===== config.mk =====
export PLATFORM = sky130hd
export DESIGN_NAME = serial_link_data_link_chmask
export DESIGN_NICKNAME = d
export VERILOG_FILES = /design/src/rtl/serial_link_data_link_chmask.sv
export SDC_FILE = /design/constraint.sdc
export NUM_CORES = 1
export LEC_CHECK = 0
export CAP_MARGIN = 20
export CORE_UTILIZATION = 29
export CTS_CLUSTER_SIZE = 10
export DETAILED_ROUTE_END_ITERATION = 8
export GPL_TIMING_DRIVEN = 0
export PLACE_DENSITY_LB_ADDON = 0.25
export SLEW_MARGIN = 20
export SYNTH_ARGS = -nofsm -noshare
export SYNTH_HDL_FRONTEND = slang
export SYNTH_SLANG_ARGS = --single-unit

===== constraint.sdc =====
create_clock -name clk_i -period 6.13 [get_ports clk_i]
set_clock_uncertainty 0.1 [all_clocks]
set_input_delay 0.613 -clock clk_i [delete_from_list [all_inputs] [get_ports clk_i]]
set_output_delay 0.613 -clock clk_i [all_outputs]
set_load 0.03 [all_outputs]

===== src/rtl/serial_link_data_link_chmask.sv =====
// Serial link data link layer with runtime channel masking.
// TX splits a payload into beats over the enabled PHY channels only, and RX
// reassembles beats from the same channel set back into a payload.
// Optional statistics counters: define SERIAL_LINK_DATA_LINK_STATS_EN.
module serial_link_data_link_chmask #(
  parameter int unsigned NumChannels  = 4,
  parameter int unsigned ChanWidth    = 16,
  parameter int unsigned PayloadWidth = 128
) (
  input  logic                             clk_i,
  input  logic                             rst_ni,
  input  logic [PayloadWidth-1:0]          payload_in_i,
  input  logic                             payload_in_valid_i,
  output logic                             payload_in_ready_o,
  output logic [PayloadWidth-1:0]          payload_out_o,
  output logic                             payload_out_valid_o,
  input  logic                             payload_out_ready_i,
  output logic [NumChannels*ChanWidth-1:0] data_out_o,
  output logic [NumChannels-1:0]           data_out_valid_o,
  input  logic                             data_out_ready_i,
  input  logic [NumChannels*ChanWidth-1:0] data_in_i,
  input  logic [NumChannels-1:0]           data_in_valid_i,
  output logic [NumChannels-1:0]           data_in_ready_o,
  input  logic [NumChannels-1:0]           cfg_ch_en_i,
  input  logic                             cfg_flush_i,
  output logic                             tx_busy_o,
  output logic                             rx_busy_o
`ifdef SERIAL_LINK_DATA_LINK_STATS_EN
  ,
  output logic [31:0]                      stat_tx_payloads_o,
  output logic [31:0]                      stat_rx_payloads_o,
  output logic [31:0]                      stat_tx_stall_o
`endif
);

  // Chunk = ChanWidth bits. The payload spans MaxChunks chunks; the last beat
  // may reach up to NumChannels chunks past that (padding).
  localparam int unsigned MaxChunks = (PayloadWidth + ChanWidth - 1) / ChanWidth;
  localparam int unsigned TotChunks = MaxChunks + NumChannels;
  localparam int unsigned BeatW     = $clog2(MaxChunks + 1);
  localparam int unsigned CntW      = $clog2(NumChannels + 1);
  localparam int unsigned ChunkIdxW = $clog2(TotChunks);
  localparam int unsigned BufIdxW   = (MaxChunks > 1) ? $clog2(MaxChunks) : 1;

  typedef logic [NumChannels:0][BeatW-1:0] ntable_t;

  // Beats per payload for every enabled-channel count K (entry 0 unused).
  function automatic ntable_t build_ntable();
    ntable_t t;
    t[0] = BeatW'(1'b1);
    for (int k = 1; k <= int'(NumChannels); k++) begin
      t[k] = BeatW'((PayloadWidth + k * ChanWidth - 1) / (k * ChanWidth));
    end
    return t;
  endfunction

  localparam ntable_t NTable = build_ntable();

  // Number of set mask bits strictly below channel index lim.
  function automatic logic [CntW-1:0] count_below(input logic [NumChannels-1:0] m,
                                                  input int unsigned lim);
    logic [CntW-1:0] cnt;
    cnt = '0;
    for (int unsigned i = 0; i < NumChannels; i++) begin
      if (i < lim && m[i]) cnt = cnt + CntW'(1'b1);
      else                 cnt = cnt;
    end
    return cnt;
  endfunction

  typedef enum logic { TxIdle, TxSend } tx_state_e;
  typedef enum logic { RxIdle, RxAssemble } rx_state_e;

  tx_state_e                      tx_state_q;
  logic [BeatW-1:0]               tx_beat_q;
  logic [NumChannels-1:0]         tx_mask_q;
  logic [NumChannels-1:0]         tx_mask_s;
  logic [CntW-1:0]                tx_k_s;
  logic [BeatW-1:0]               tx_n_s;
  logic                           tx_last_s, tx_active_s, tx_fire_s;
  logic [TotChunks*ChanWidth-1:0] tx_padded_s;
  logic [ChanWidth-1:0]           tx_chunk_s [TotChunks];

  rx_state_e                      rx_state_q;
  logic [BeatW-1:0]               rx_beat_q;
  logic [NumChannels-1:0]         rx_mask_q;
  logic [NumChannels-1:0]         rx_mask_s;
  logic [CntW-1:0]                rx_k_s;
  logic [BeatW-1:0]               rx_n_s;
  logic                           rx_last_s, rx_fire_s;
  logic [ChanWidth-1:0]           rx_buf_q [MaxChunks];
  logic [ChanWidth-1:0]           rx_buf_d [MaxChunks];
  logic [MaxChunks*ChanWidth-1:0] rx_flat_s;
  logic [PayloadWidth-1:0]        payload_out_q;
  logic                           payload_out_valid_q;

  // TX control: live mask while idle, latched mask once a payload is in flight.
  always_comb begin
    tx_mask_s   = (tx_state_q == TxIdle) ? cfg_ch_en_i : tx_mask_q;
    tx_k_s      = count_below(tx_mask_s, NumChannels);
    tx_n_s      = NTable[tx_k_s];
    tx_last_s   = (tx_beat_q == tx_n_s - BeatW'(1'b1));
    tx_active_s = !cfg_flush_i && (|tx_mask_s) &&
                  ((tx_state_q == TxSend) || payload_in_valid_i);
    tx_fire_s   = tx_active_s && data_out_ready_i;
  end

  // Zero-pad the payload so that a partial last beat reads zeros.
  always_comb begin
    tx_padded_s = {{(TotChunks*ChanWidth-PayloadWidth){1'b0}}, payload_in_i};
    for (int unsigned i = 0; i < TotChunks; i++) begin
      tx_chunk_s[i] = tx_padded_s[i*ChanWidth +: ChanWidth];
    end
  end

  // TX lane mapping: the j-th enabled channel carries chunk beat*K + j.
  always_comb begin
    logic [ChunkIdxW-1:0] idx;
    data_out_o = '0;
    idx        = '0;
    for (int unsigned c = 0; c < NumChannels; c++) begin
      if (tx_active_s && tx_mask_s[c]) begin
        idx = ChunkIdxW'(tx_beat_q) * ChunkIdxW'(tx_k_s) +
              ChunkIdxW'(count_below(tx_mask_s, c));
        data_out_o[c*ChanWidth +: ChanWidth] = tx_chunk_s[idx];
      end else begin
        data_out_o[c*ChanWidth +: ChanWidth] = '0;
      end
    end
  end

  assign data_out_valid_o   = tx_active_s ? tx_mask_s : '0;
  assign payload_in_ready_o = tx_fire_s && tx_last_s;
  assign tx_busy_o          = (tx_state_q == TxSend);

  // TX FSM: beat sequencing, mask latching and abort on flush.
  always_ff @(posedge clk_i or negedge rst_ni) begin
    if (!rst_ni) begin
      tx_state_q <= TxIdle;
      tx_beat_q  <= '0;
      tx_mask_q  <= '0;
    end else if (cfg_flush_i) begin
      tx_state_q <= TxIdle;
      tx_beat_q  <= '0;
      tx_mask_q  <= '0;
    end else if (tx_fire_s && tx_last_s) begin
      tx_state_q <= TxIdle;
      tx_beat_q  <= '0;
    end else if (tx_fire_s) begin
      if (tx_state_q == TxIdle) tx_mask_q <= cfg_ch_en_i;
      else                      tx_mask_q <= tx_mask_q;
      tx_state_q <= TxSend;
      tx_beat_q  <= tx_beat_q + BeatW'(1'b1);
    end else begin
      tx_state_q <= tx_state_q;
    end
  end

  // RX control: accept a beat when all enabled lanes are valid and, for the
  // last beat, the output register is free or being drained this cycle.
  always_comb begin
    rx_mask_s = (rx_state_q == RxIdle) ? cfg_ch_en_i : rx_mask_q;
    rx_k_s    = count_below(rx_mask_s, NumChannels);
    rx_n_s    = NTable[rx_k_s];
    rx_last_s = (rx_beat_q == rx_n_s - BeatW'(1'b1));
    rx_fire_s = !cfg_flush_i && (|rx_mask_s) &&
                ((data_in_valid_i & rx_mask_s) == rx_mask_s) &&
                (!rx_last_s || !payload_out_valid_q || payload_out_ready_i);
  end

  assign data_in_ready_o = rx_fire_s ? rx_mask_s : '0;
  assign rx_busy_o       = (rx_state_q == RxAssemble);

  // RX assembly view including the current beat; pad chunks are dropped.
  always_comb begin
    logic [ChunkIdxW-1:0] idx;
    rx_buf_d = rx_buf_q;
    idx      = '0;
    for (int unsigned c = 0; c < NumChannels; c++) begin
      if (rx_mask_s[c]) begin
        idx = ChunkIdxW'(rx_beat_q) * ChunkIdxW'(rx_k_s) +
              ChunkIdxW'(count_below(rx_mask_s, c));
        if (idx < ChunkIdxW'(MaxChunks)) rx_buf_d[BufIdxW'(idx)] = data_in_i[c*ChanWidth +: ChanWidth];
        else                             idx = idx;
      end else begin
        idx = idx;
      end
    end
    for (int unsigned i = 0; i < MaxChunks; i++) begin
      rx_flat_s[i*ChanWidth +: ChanWidth] = rx_buf_d[i];
    end
  end

  // RX FSM: beat counting, mask latching and output valid handshake.
  always_ff @(posedge clk_i or negedge rst_ni) begin
    if (!rst_ni) begin
      rx_state_q          <= RxIdle;
      rx_beat_q           <= '0;
      rx_mask_q           <= '0;
      payload_out_valid_q <= 1'b0;
    end else if (cfg_flush_i) begin
      rx_state_q          <= RxIdle;
      rx_beat_q           <= '0;
      rx_mask_q           <= '0;
      payload_out_valid_q <= 1'b0;
    end else begin
      if (rx_fire_s && rx_last_s) begin
        rx_state_q <= RxIdle;
        rx_beat_q  <= '0;
      end else if (rx_fire_s) begin
        if (rx_state_q == RxIdle) rx_mask_q <= cfg_ch_en_i;
        else                      rx_mask_q <= rx_mask_q;
        rx_state_q <= RxAssemble;
        rx_beat_q  <= rx_beat_q + BeatW'(1'b1);
      end else begin
        rx_state_q <= rx_state_q;
      end
      if (rx_fire_s && rx_last_s)    payload_out_valid_q <= 1'b1;
      else if (payload_out_ready_i)  payload_out_valid_q <= 1'b0;
      else                           payload_out_valid_q <= payload_out_valid_q;
    end
  end

  // RX datapath: assembly buffer and output payload register.
  always_ff @(posedge clk_i or negedge rst_ni) begin
    if (!rst_ni) begin
      for (int unsigned i = 0; i < MaxChunks; i++) rx_buf_q[i] <= '0;
      payload_out_q <= '0;
    end else if (rx_fire_s) begin
      rx_buf_q <= rx_buf_d;
      if (rx_last_s) payload_out_q <= rx_flat_s[PayloadWidth-1:0];
      else           payload_out_q <= payload_out_q;
    end else begin
      payload_out_q <= payload_out_q;
    end
  end

  assign payload_out_o       = payload_out_q;
  assign payload_out_valid_o = payload_out_valid_q;

`ifdef SERIAL_LINK_DATA_LINK_STATS_EN
  logic [31:0] stat_tx_payloads_q, stat_rx_payloads_q, stat_tx_stall_q;

  // Free-running wrapping statistics counters.
  always_ff @(posedge clk_i or negedge rst_ni) begin
    if (!rst_ni) begin
      stat_tx_payloads_q <= 32'd0;
      stat_rx_payloads_q <= 32'd0;
      stat_tx_stall_q    <= 32'd0;
    end else if (cfg_flush_i) begin
      stat_tx_payloads_q <= 32'd0;
      stat_rx_payloads_q <= 32'd0;
      stat_tx_stall_q    <= 32'd0;
    end else begin
      if (payload_in_ready_o) stat_tx_payloads_q <= stat_tx_payloads_q + 32'd1;
      else                    stat_tx_payloads_q <= stat_tx_payloads_q;
      if (payload_out_valid_q && payload_out_ready_i) stat_rx_payloads_q <= stat_rx_payloads_q + 32'd1;
      else                                            stat_rx_payloads_q <= stat_rx_payloads_q;
      if (tx_active_s && !data_out_ready_i) stat_tx_stall_q <= stat_tx_stall_q + 32'd1;
      else                                  stat_tx_stall_q <= stat_tx_stall_q;
    end
  end

  assign stat_tx_payloads_o = stat_tx_payloads_q;
  assign stat_rx_payloads_o = stat_rx_payloads_q;
  assign stat_tx_stall_o    = stat_tx_stall_q;
`endif

endmodule

**Yosys cells after proc, flatten, opt, wreduce, memory -nomap -nowiden**

Memory sizes are Yosys's and may differ from the RTL's.
Index checks and enable logic that the tools add are counted.

- $add $sub $neg: 24
- $mul: 2
- Magnitude comparators: 18
- Equality and inequality tests: 5
- Mux-type cells: 91
- Bitwise logic cells: 9
- Reductions and logical operators: 32

Operators by type and width:

| operator | count |
|---|---|
| two-way mux 128 bit | 8 |
| bitwise mux 128 bit | 4 |
| binary-select mux 16 bit (select 4 bit) | 4 |
| two-way mux 16 bit | 16 |
| demux 16 bit (select 3 bit) | 4 |
| two-way mux 3 bit | 26 |
| two-way mux 4 bit | 18 |
| adder 3 x 1 -> 3 bit, second input constant | 12 |
| adder 4 x 3 -> 4 bit | 8 |
| >= comparator 5 bit, second input constant | 4 |
| inverter 4 -> 5 bit | 4 |
| >= comparator 4 bit, second input constant | 4 |
| logical AND 1 bit | 16 |
| less-than comparator 4 x 1 -> 1 bit, second input constant | 4 |
| less-than comparator 4 bit, second input constant | 4 |
| inverter 3 -> 4 bit | 4 |
| == test 4 bit | 3 |
| two-way mux 1 bit | 11 |
| nonzero test 3 bit | 3 |
| adder 4 x 1 -> 4 bit, second input constant | 2 |
| less-than comparator 3 x 4 -> 1 bit, second input constant | 2 |
| multiplier 4 x 3 -> 4 bit | 2 |
| OR reduction 4 bit | 2 |
| subtractor 4 x 1 -> 4 bit, second input constant | 2 |
| 7 further kinds | 14 |

- Bits in registers: 275
- Bits in read-only memories: 64
- Input port bits: 206
- Logic and storage cells: 199
- Memories: 2

Memory list:

| name | depth | width | read ports | clocked after memory_dff | write ports | RTL line | text |
|---|---|---|---|---|---|---|---|
| (no name shown) | 8 | 4 | 1 | 0 | 0 | 164 | `rx_n_s = NTable[rx_k_s];` |
| (no name shown) | 8 | 4 | 1 | 0 | 0 | 101 | `tx_n_s = NTable[tx_k_s];` |

**Logic depth before layout (Yosys ltp)**

Gate-level depths: netlist (run 1).

- Word-level depth: 27
- Gate-level depth with buffers: 26
- Gate-level depth less buffers: 21

**Least setup slack after synthesis (run 1)**

Ideal clock, no wire load.

- Path type: register to output
- Start: reg tx_state_q, in the netlist tx_busy_o
- End: out data_out_o[49]
- Arrival: 5.525 ns
- Data required time: 5.417 ns
- Slack: -0.108 ns
- Cell stages (with the launch flop): 18
- Buffers on the path: 4
- Path through: dfrtp_1 -> clkbuf_1 -> mux2_2 -> inv_1 -> ha_1 -> xnor2_1 -> ha_1 -> mux2i_1 -> nor2b_1 -> ha_1 -> clkbuf_1 -> buf_1 -> inv_1 -> fa_1 -> clkbuf_1 -> mux4_2 -> nand2_1 -> a21oi_1

- Cells in the longest elaborated chain, start to end: 15
- Elaborated cells on any way between the ends: 27
- Classes of those cells: add/sub: 6; mul: 1; mux: 14; bitwise: 1; reduce/logical: 5

RTL lines:

| element | RTL line | text |
|---|---|---|
| from (decl) | 74 | `tx_state_e tx_state_q;` |
| from (signal assigned) | 139 | `tx_state_q <= TxIdle;` |
| from (signal assigned) | 143 | `tx_state_q <= TxIdle;` |
| from (signal assigned) | 147 | `tx_state_q <= TxIdle;` |
| two-way mux 4 bit | -- |  |
| two-way mux 1 bit | 65 | `if (i < lim && m[i]) cnt = cnt + CntW'(1'b1);` |
| adder 3 x 1 -> 3 bit or two-way mux 3 bit (tied branches) | 65, 122 |  |
| two-way mux 3 bit or adder 3 x 1 -> 3 bit (tied branches) | 65 |  |
| adder 3 x 1 -> 3 bit or two-way mux 3 bit (tied branches) | 65 |  |
| two-way mux 3 bit (on tied branches) | 65, 122 |  |
| adder 3 x 1 -> 3 bit | 65 |  |
| two-way mux 3 bit | 65 |  |
| multiplier 4 x 3 -> 4 bit or two-way mux 3 bit (tied branches) | 123, 122 |  |
| adder 4 x 3 -> 4 bit | 123 | `idx = ChunkIdxW'(tx_beat_q) * ChunkIdxW'(tx_k_s) +` |
| inverter 4 -> 5 bit (implied by the code) | 125 | `data_out_o[c*ChanWidth +: ChanWidth] = tx_chunk_s[idx];` |
| binary-select mux 16 bit (select 4 bit) | 125 |  |
| two-way mux 16 bit (implied by the code) (2 in series) | 125 |  |
| two-way mux 16 bit * | 122 | `if (tx_active_s && tx_mask_s[c]) begin` |
| to (decl) | 18 | `output logic [NumChannels*ChanWidth-1:0] data_out_o,` |

Mark *: on every way between the ends. The rest lies on a longest branch, timed or not. The select of a mux whose other input is x is not followed.

**Worst setup path in the final report (run 1)**

- Start: in cfg_ch_en_i[0]
- End: out data_out_o[63]

- Cells in the longest elaborated chain, start to end: 15
- Elaborated cells on any way between the ends: 26
- Classes of those cells: add/sub: 6; mul: 1; mux: 14; bitwise: 1; reduce/logical: 4

RTL lines:

| element | RTL line | text |
|---|---|---|
| from (decl) | 24 | `input logic [NumChannels-1:0] cfg_ch_en_i,` |
| two-way mux 4 bit * | -- |  |
| two-way mux 1 bit | 65 |  |
| adder 3 x 1 -> 3 bit or two-way mux 3 bit (tied branches) | 65, 122 |  |
| two-way mux 3 bit or adder 3 x 1 -> 3 bit (tied branches) | 65 |  |
| adder 3 x 1 -> 3 bit or two-way mux 3 bit (tied branches) | 65 |  |
| two-way mux 3 bit (on tied branches) | 65, 122 |  |
| adder 3 x 1 -> 3 bit | 65 |  |
| two-way mux 3 bit | 65 |  |
| multiplier 4 x 3 -> 4 bit or two-way mux 3 bit (tied branches) | 123, 122 |  |
| adder 4 x 3 -> 4 bit | 123 |  |
| inverter 4 -> 5 bit (implied by the code) | 125 |  |
| binary-select mux 16 bit (select 4 bit) | 125 |  |
| two-way mux 16 bit (implied by the code) (2 in series) | 125 |  |
| two-way mux 16 bit * | 122 |  |

Marks and branches as above.

==> run metrics, run 1 <==
worst skew pair latency 0.57 ns; first-pass GRT wire length between 150000 and 200000 um; Longest Clk Path Bufs 3; layout cells sized above 1 0.223; max incr delay on CP about 0.65 ns; Worst setup startpoint cfg_ch_en_i[0]; FF-to-FF End payload_out_o[95]; Final Cycle Share 0.976; Detailed Place HPWL between 80000 and 90000 um; Post-Synthesis Cells 2265; final setup violating endpoints 0; Max Used Layer met5; nets 2942; Startpoint Class input port; Max Cap Viol 0; I/O Buffers about 360; Crit path max-delay family buffers and inverters; Antenna Nets Post-Route 0; worst-case reg-to-reg path depth 23; Required @ worst endpoint about 5.4 ns; Post-Layout Cell Count 3681; #FFs+latches synth 275; Netlist cell types 65; overall die height 272 um; Buf/Inv on CP 7; Clock transition at path regs 0.05 ns; Synth Flop Type dfrtp_1; placed instance count 3580; Setup CP Type in2out; total track usage 0.286; Area Growth Syn to Fin 36.2%; Syn Nets approximately 2500; Vias/cell 6.29; DRC viols 0; reg-to-reg slack, setup 0.27 ns; Slew Limit Fails 0; IO Count 410; Worst setup endpoint data_out_o[63]; area of the core between 70000 and 80000 sq um; average cell area after synthesis 9.37 sq um; total power divided by cell area 433 nW/um^2; worst-path fanout max 10; # rows 98; Worst Slack Setup Final 0.148 ns; hold path depth 2; WL per Instance 29.9 um; worst hold path class reg2reg; Slew Limit Headroom 0.209; Final Hold Viols 0; H-tree depth 2; Max Fclk approximately 170 MHz; Period minus WS final 5.98 ns; clock sink total approximately 280; Post-synth EDFFs 0; r2r startpoint rx_busy_o; CP Cell Sequence clkdlybuf4s50_1 -> mux2_2 -> inv_1 -> ha_1 -> xnor2_2 -> ha_1 -> mux2i_4 -> nor2b_1 -> ha_2 -> buf_4 -> buf_6 -> inv_1 -> fa_2 -> clkbuf_8 -> mux4_2 -> nand2_1 -> a21oi_1 -> clkdlybuf4s18_2; die width 272 um; CTS root buffer clkbuf_16; die area 74300 sq um; status completed; worst-margin pin slew approximately 1.2 ns; setup slack after placement -2.41 ns; drt pass-1 iters 5; routed wl met3 11400 um; CP max stage cell fa_2; routed wl met2 51000 um; met1 WL 42200 um; Initial DRC Count 2378; worst vdd ir 0.000234 V; LEAKAGE approximately 11 nW; Yosys warnings 0; sequential share of the synthesized area 0.324; synthesized cell area 21200 sq um; largest net degree at the start of global routing 89; detailed-route via count between 20000 and 25000; initial antenna violation count 20; CP Depth 18; Initial Utilization 0.295; WL final 110000 um; commonest non-fill, non-tap cells in the layout clkdlybuf4s50_1 (297), dfrtp_1 (274), a22oi_1 (248); RePlAce Congestion slightly below 1; crit end category output pin; CP Data Arrival Time 5.27 ns; number of global-route vias before repair between 20000 and 25000; commonest non-fill, non-tap cell in the layout clkdlybuf4s50_1; Inserted Clock Buffers 36; global route total overflow 0; Async SR Flop Fraction 1.00; TritonCTS clock tree done
-- cells by family (layout without fill, tap and decap cells) --
group | Yosys count | count (layout) | share of synthesized area
XOR/XNOR | 44 | 45 | 0.0211
adder cells (fa/ha/maj) | 37 | 37 | 0.0239
flip-flops | 275 | 275 | 0.324
multiplexers | 240 | 240 | 0.192
buffers and inverters | 306 | 756 | 0.0586
AO/OA/AOI/OAI | 814 | 814 | 0.252
other | 0 | 15 | 0
AND/OR/NAND/NOR | 549 | 549 | 0.128
-- power by group --
group	internal [mW]	switching [mW]
Combinational	3.09	4.61
Sequential	2.40	0.406
Clock	1.12	0.871
Total	6.61	5.89
-- cells in the mapped netlist (all sizes together), types with 66 or more instances --
| cell type | n | area share |
|---|---|---|
| o221ai | 124 | 0.051 |
| mux4 | 128 | 0.14 |
| a22oi | 248 | 0.088 |
| o21ai | 323 | 0.076 |
| nand3 | 140 | 0.033 |
| clkbuf | 204 | 0.036 |
| mux2i | 108 | 0.054 |
| nand4 | 66 | 0.019 |
| nor2 | 90 | 0.016 |
| buf | 81 | 0.019 |
| a21oi | 70 | 0.017 |
| dfrtp | 275 | 0.32 |
| nand2 | 132 | 0.023 |
-- layer usage --
| metal | global-route usage | up-vias |
|---|---|---|
| met2 | 0.461 | 1551 |
| met5 | 0 | - |
| met3 | 0.0714 | 326 |
| li1 | - | 9722 |
| met4 | 0.133 | 14 |
| met1 | 0.360 | 11500 |
-- worst min path at each step --
stage / startpoint / slack (ns) / end
after floorplan: rst_ni / 0.22 / payload_out_o[0]
after global placement: rx_mask_q[0] / 0.40 / rx_mask_q[0]
after detailed placement: rx_buf_q[92] / 0.41 / rx_buf_q[92]
after CTS: rx_buf_q[63] / 0.42 / rx_buf_q[63]
after global routing: rx_buf_q[123] / 0.44 / rx_buf_q[123]
final: rx_buf_q[96] / 0.42 / rx_buf_q[96]
-- worst register-to-register path: stages, from the launching register on --
cell and delay (ns):
dfrtp_1 0.37, buf_8 0.16, mux2i_4 0.35, ha_4 0.26, clkbuf_4 0.20, xnor2_4 0.19
ha_4 0.17, inv_1 0.07, a211oi_4 0.30, or2_2 0.21, nand2_1 0.07, fa_1 0.50
inv_1 0.05, ha_2 0.17, xor2_2 0.20, o211ai_1 0.20, nand2b_1 0.13, clkbuf_4 0.22
xnor3_1 0.40, or3_1 0.39, clkbuf_1 0.18, clkbuf_2 0.26, o221ai_1 0.43, o21ai_1 0.13
-- final cells by class --
| type | instances | area (sq um) |
|---|---|---|
| fillers | 7120 | 43100 |
| multi-input cells | 1685 | 14200 |
| flip-flops and latches | 275 | 6880 |
| repair buffers | 421 | 4070 |
| plain buffers | 259 | 1350 |
| well taps | 950 | 1190 |
| clock buffers | 48 | 986 |
| inverters | 21 | 78.8 |
| clock inverters | 7 | 55.1 |
| diodes | 15 | 37.5 |
-- what timing repair did --
| action | 4_1_cts | 5_1_grt |
|---|---|---|
| gates cloned | 1 | 1 |
| buffers inserted | 19 | 34 |
| gates resized for setup | 244 | 372 |
| endpoints found under the hold margin | 52 | 0 |
| pin swaps | 9 | 8 |
| hold buffers | 1 | 0 |
| setup endpoints to repair | 332 | 329 |
-- through the flow --
step	power, mW	utilization	hold WS [ns]	area, sq um	TNS [ns]
floorplan	7.22	-	0.217	21200	0
global placement	9.53	0.362	0.398	26000	-2663.84
detailed placement	9.66	0.363	0.408	26100	-549.21
CTS	11.9	0.386	0.421	27800	-0.102
global route	13.1	0.401	0.435	28900	-0.189
finish	12.5	0.401	0.420	28900	0
-- flip-flops by register name, summed over array words and instances, names as in the netlist --
name / count
rx_busy_o: 1
payload_out_valid_o: 1
payload_out_o: 128
rx_buf_q: 128
tx_mask_q: 4
tx_busy_o: 1
rx_mask_q: 4
tx_beat_q: 4
rx_beat_q: 4
Power figures use the tool's default switching activity.
==> inputs of run 2 (changes only) <==
==> constraint.sdc (replaced) <==
create_clock -name clk_i -period 5.15 [get_ports clk_i]
set_clock_uncertainty 0.1 [all_clocks]
set_input_delay 0.7725 -clock clk_i [delete_from_list [all_inputs] [get_ports clk_i]]
set_output_delay 0.7725 -clock clk_i [all_outputs]
set_load 0.03 [all_outputs]
==> run metrics, run 2 (synthesized netlist as in run 1, its figures left out) <==
Inserted Clock Buffers 36; LEAKAGE 12.8 nW; Slew Limit Headroom 0.0889; global route total overflow 0; TritonCTS clock tree done; worst-margin pin slew 1.37 ns; Vias/cell 6.35; die area ~74000 sq um; worst vdd ir 0.000246 V; RSZ-0062 raised after global routing yes; setup TNS -125.64 ns; detailed-route via count 24400; Final Hold Viols 0; Worst Slack Setup Final -0.618 ns; Hold WS 0.155 ns; DRC viols 0; Max Fclk roughly 170 MHz; largest net degree at the start of global routing 97; Crit path max-delay family adder cells; final setup violating endpoints 329; number of global-route vias before repair around 24000; Setup CP Type reg2out; RePlAce Congestion 0.970; status finished, violations left; first-pass GRT wire length 164000 um; total power divided by cell area between 500 and 600 nW/um^2; Antenna Nets Post-Route 0; CP max stage cell dfrtp_2; Startpoint Class register; violated checks negative setup slack; Final Cycle Share 1.12; Clock transition at path regs around 0.060 ns; Slew Limit Fails 0; CP Data Arrival Time 4.90 ns; setup slack after placement -2.92 ns; worst skew pair latency 0.56 ns; worst-path fanout max 5; Detailed Place HPWL 84000 um; initial antenna violation count 12; Final Core Density 0.469; worst hold path class in2async; Initial Utilization 0.295; nets between 3000 and 4000; commonest non-fill, non-tap cell in the layout clkdlybuf4s50_1; crit end category output pin; Buf/Inv on CP 6; clock sink total between 200 and 300; die width between 200 and 300 um; Hold-fix buffers, CTS 0; most used cell, CP ha_4; WL final 118000 um; # rows 98; WL per Instance 30.6 um; overall die height 272 um; commonest non-fill, non-tap cells in the layout clkdlybuf4s50_1 (289), dfrtp_1 (273), a22oi_1 (247); drt pass-1 iters 8; total track usage 0.299; Max Cap Viol 0; Area Growth Syn to Fin 59.0%; Post-Layout Cell Count ~3800; CP Cell Sequence buf_12 -> mux2i_4 -> inv_2 -> ha_4 -> mux2i_4 -> inv_2 -> ha_4 -> nor2_4 -> a21oi_4 -> ha_4 -> or3_1 -> ha_2 -> xnor2_2 -> xnor2_1 -> o32a_1 -> o21ai_2 -> nand3_4 -> o21ai_4 -> buf_8 -> clkbuf_16 -> nor2_4 -> buf_6; IO Count 410; H-tree depth 2; Required @ worst endpoint 4.28 ns; layout cells sized above 1 0.363; Longest Clk Path Bufs 3; max incr delay on CP 0.39 ns; Period minus WS final just under 6 ns; I/O Buffers 362; area of the core 72000 sq um; Initial DRC Count between 3000 and 4000; placed instance count 3581; CTS root buffer clkbuf_16
-- run 2: cell count changes in the layout (fill, tap and decap cells not counted), moves of 23 or more --
| cell | change |
|---|---|
| clkbuf_1 | -27 |
| clkbuf_2 | -47 |
| a21oi_4 | +43 |
| buf_12 | +30 |
| o221ai_4 | +36 |
| o221ai_1 | -54 |
| clkbuf_16 | +25 |
| buf_6 | +100 |
| a21oi_1 | -45 |
| buf_4 | +132 |
| nor2_1 | -23 |
-- run 2: through the flow --
stage          total power, mW  instance area [sq um]
2_1_floorplan             8.96                  22200
3_3_place_gp              11.7                  27000
6_report                  17.3                  33700
5_1_grt                   18.0                  33700
3_5_place_dp              11.9                  27100
4_1_cts                   15.6                  30900
-- run 2: routing by layer --
| layer | wire length (um) | global-route usage | up-vias |
|---|---|---|---|
| li1 | - | - | 10100 |
| met1 | 43900 | 0.373 | 12300 |
| met2 | 55700 | 0.485 | 1677 |
| met3 | 12300 | 0.0798 | 341 |
| met4 | 5760 | 0.128 | 8 |
| met5 | 42 | 0 | - |
-- run 2: path summary, 6_finish.rpt --
path | to | cells past startpoint | start | slack [ns]
min in group clk_i | rx_buf_q[28] | 2 | rx_buf_q[28] | 0.42
setup reg to reg | rx_buf_q[25] | 28 | rx_busy_o | -0.56
max in group asynchronous | rx_buf_q[91] | 3 | rst_ni | 3.89
hold / removal | rx_beat_q[0] | 2 | rst_ni | 0.15
setup / recovery | data_in_ready_o[3] | 22 | rx_busy_o | -0.62
hold reg to reg | rx_buf_q[28] | 2 | rx_buf_q[28] | 0.42
-- run 2: timing repair --
action | 4_1_cts | 5_1_grt
buffers inserted | 94 | 123
cloned | 6 | 12
pin swaps | 41 | 140
resized for setup | 840 | 503
endpoints found under the setup margin | 338 | 331
-- run 2: area by class of cell --
type | count | area, sq um
diodes | 8 | 20.0
repair buffers | 592 | 6020
fillers | 6504 | 38200
clock buffers | 47 | 1000
well taps | 950 | 1190
plain buffers | 257 | 2140
multi-input cells | 1684 | 16300
inverters | 21 | 87.6
flip-flops and latches | 275 | 6880
clock inverters | 6 | 98.8
-- run 2: power by group --
group	switching, mW	leakage (nW)	internal, mW
combinational	6.42	8.53	4.99
clock	1.04	0.542	1.46
sequential	0.486	3.68	2.86
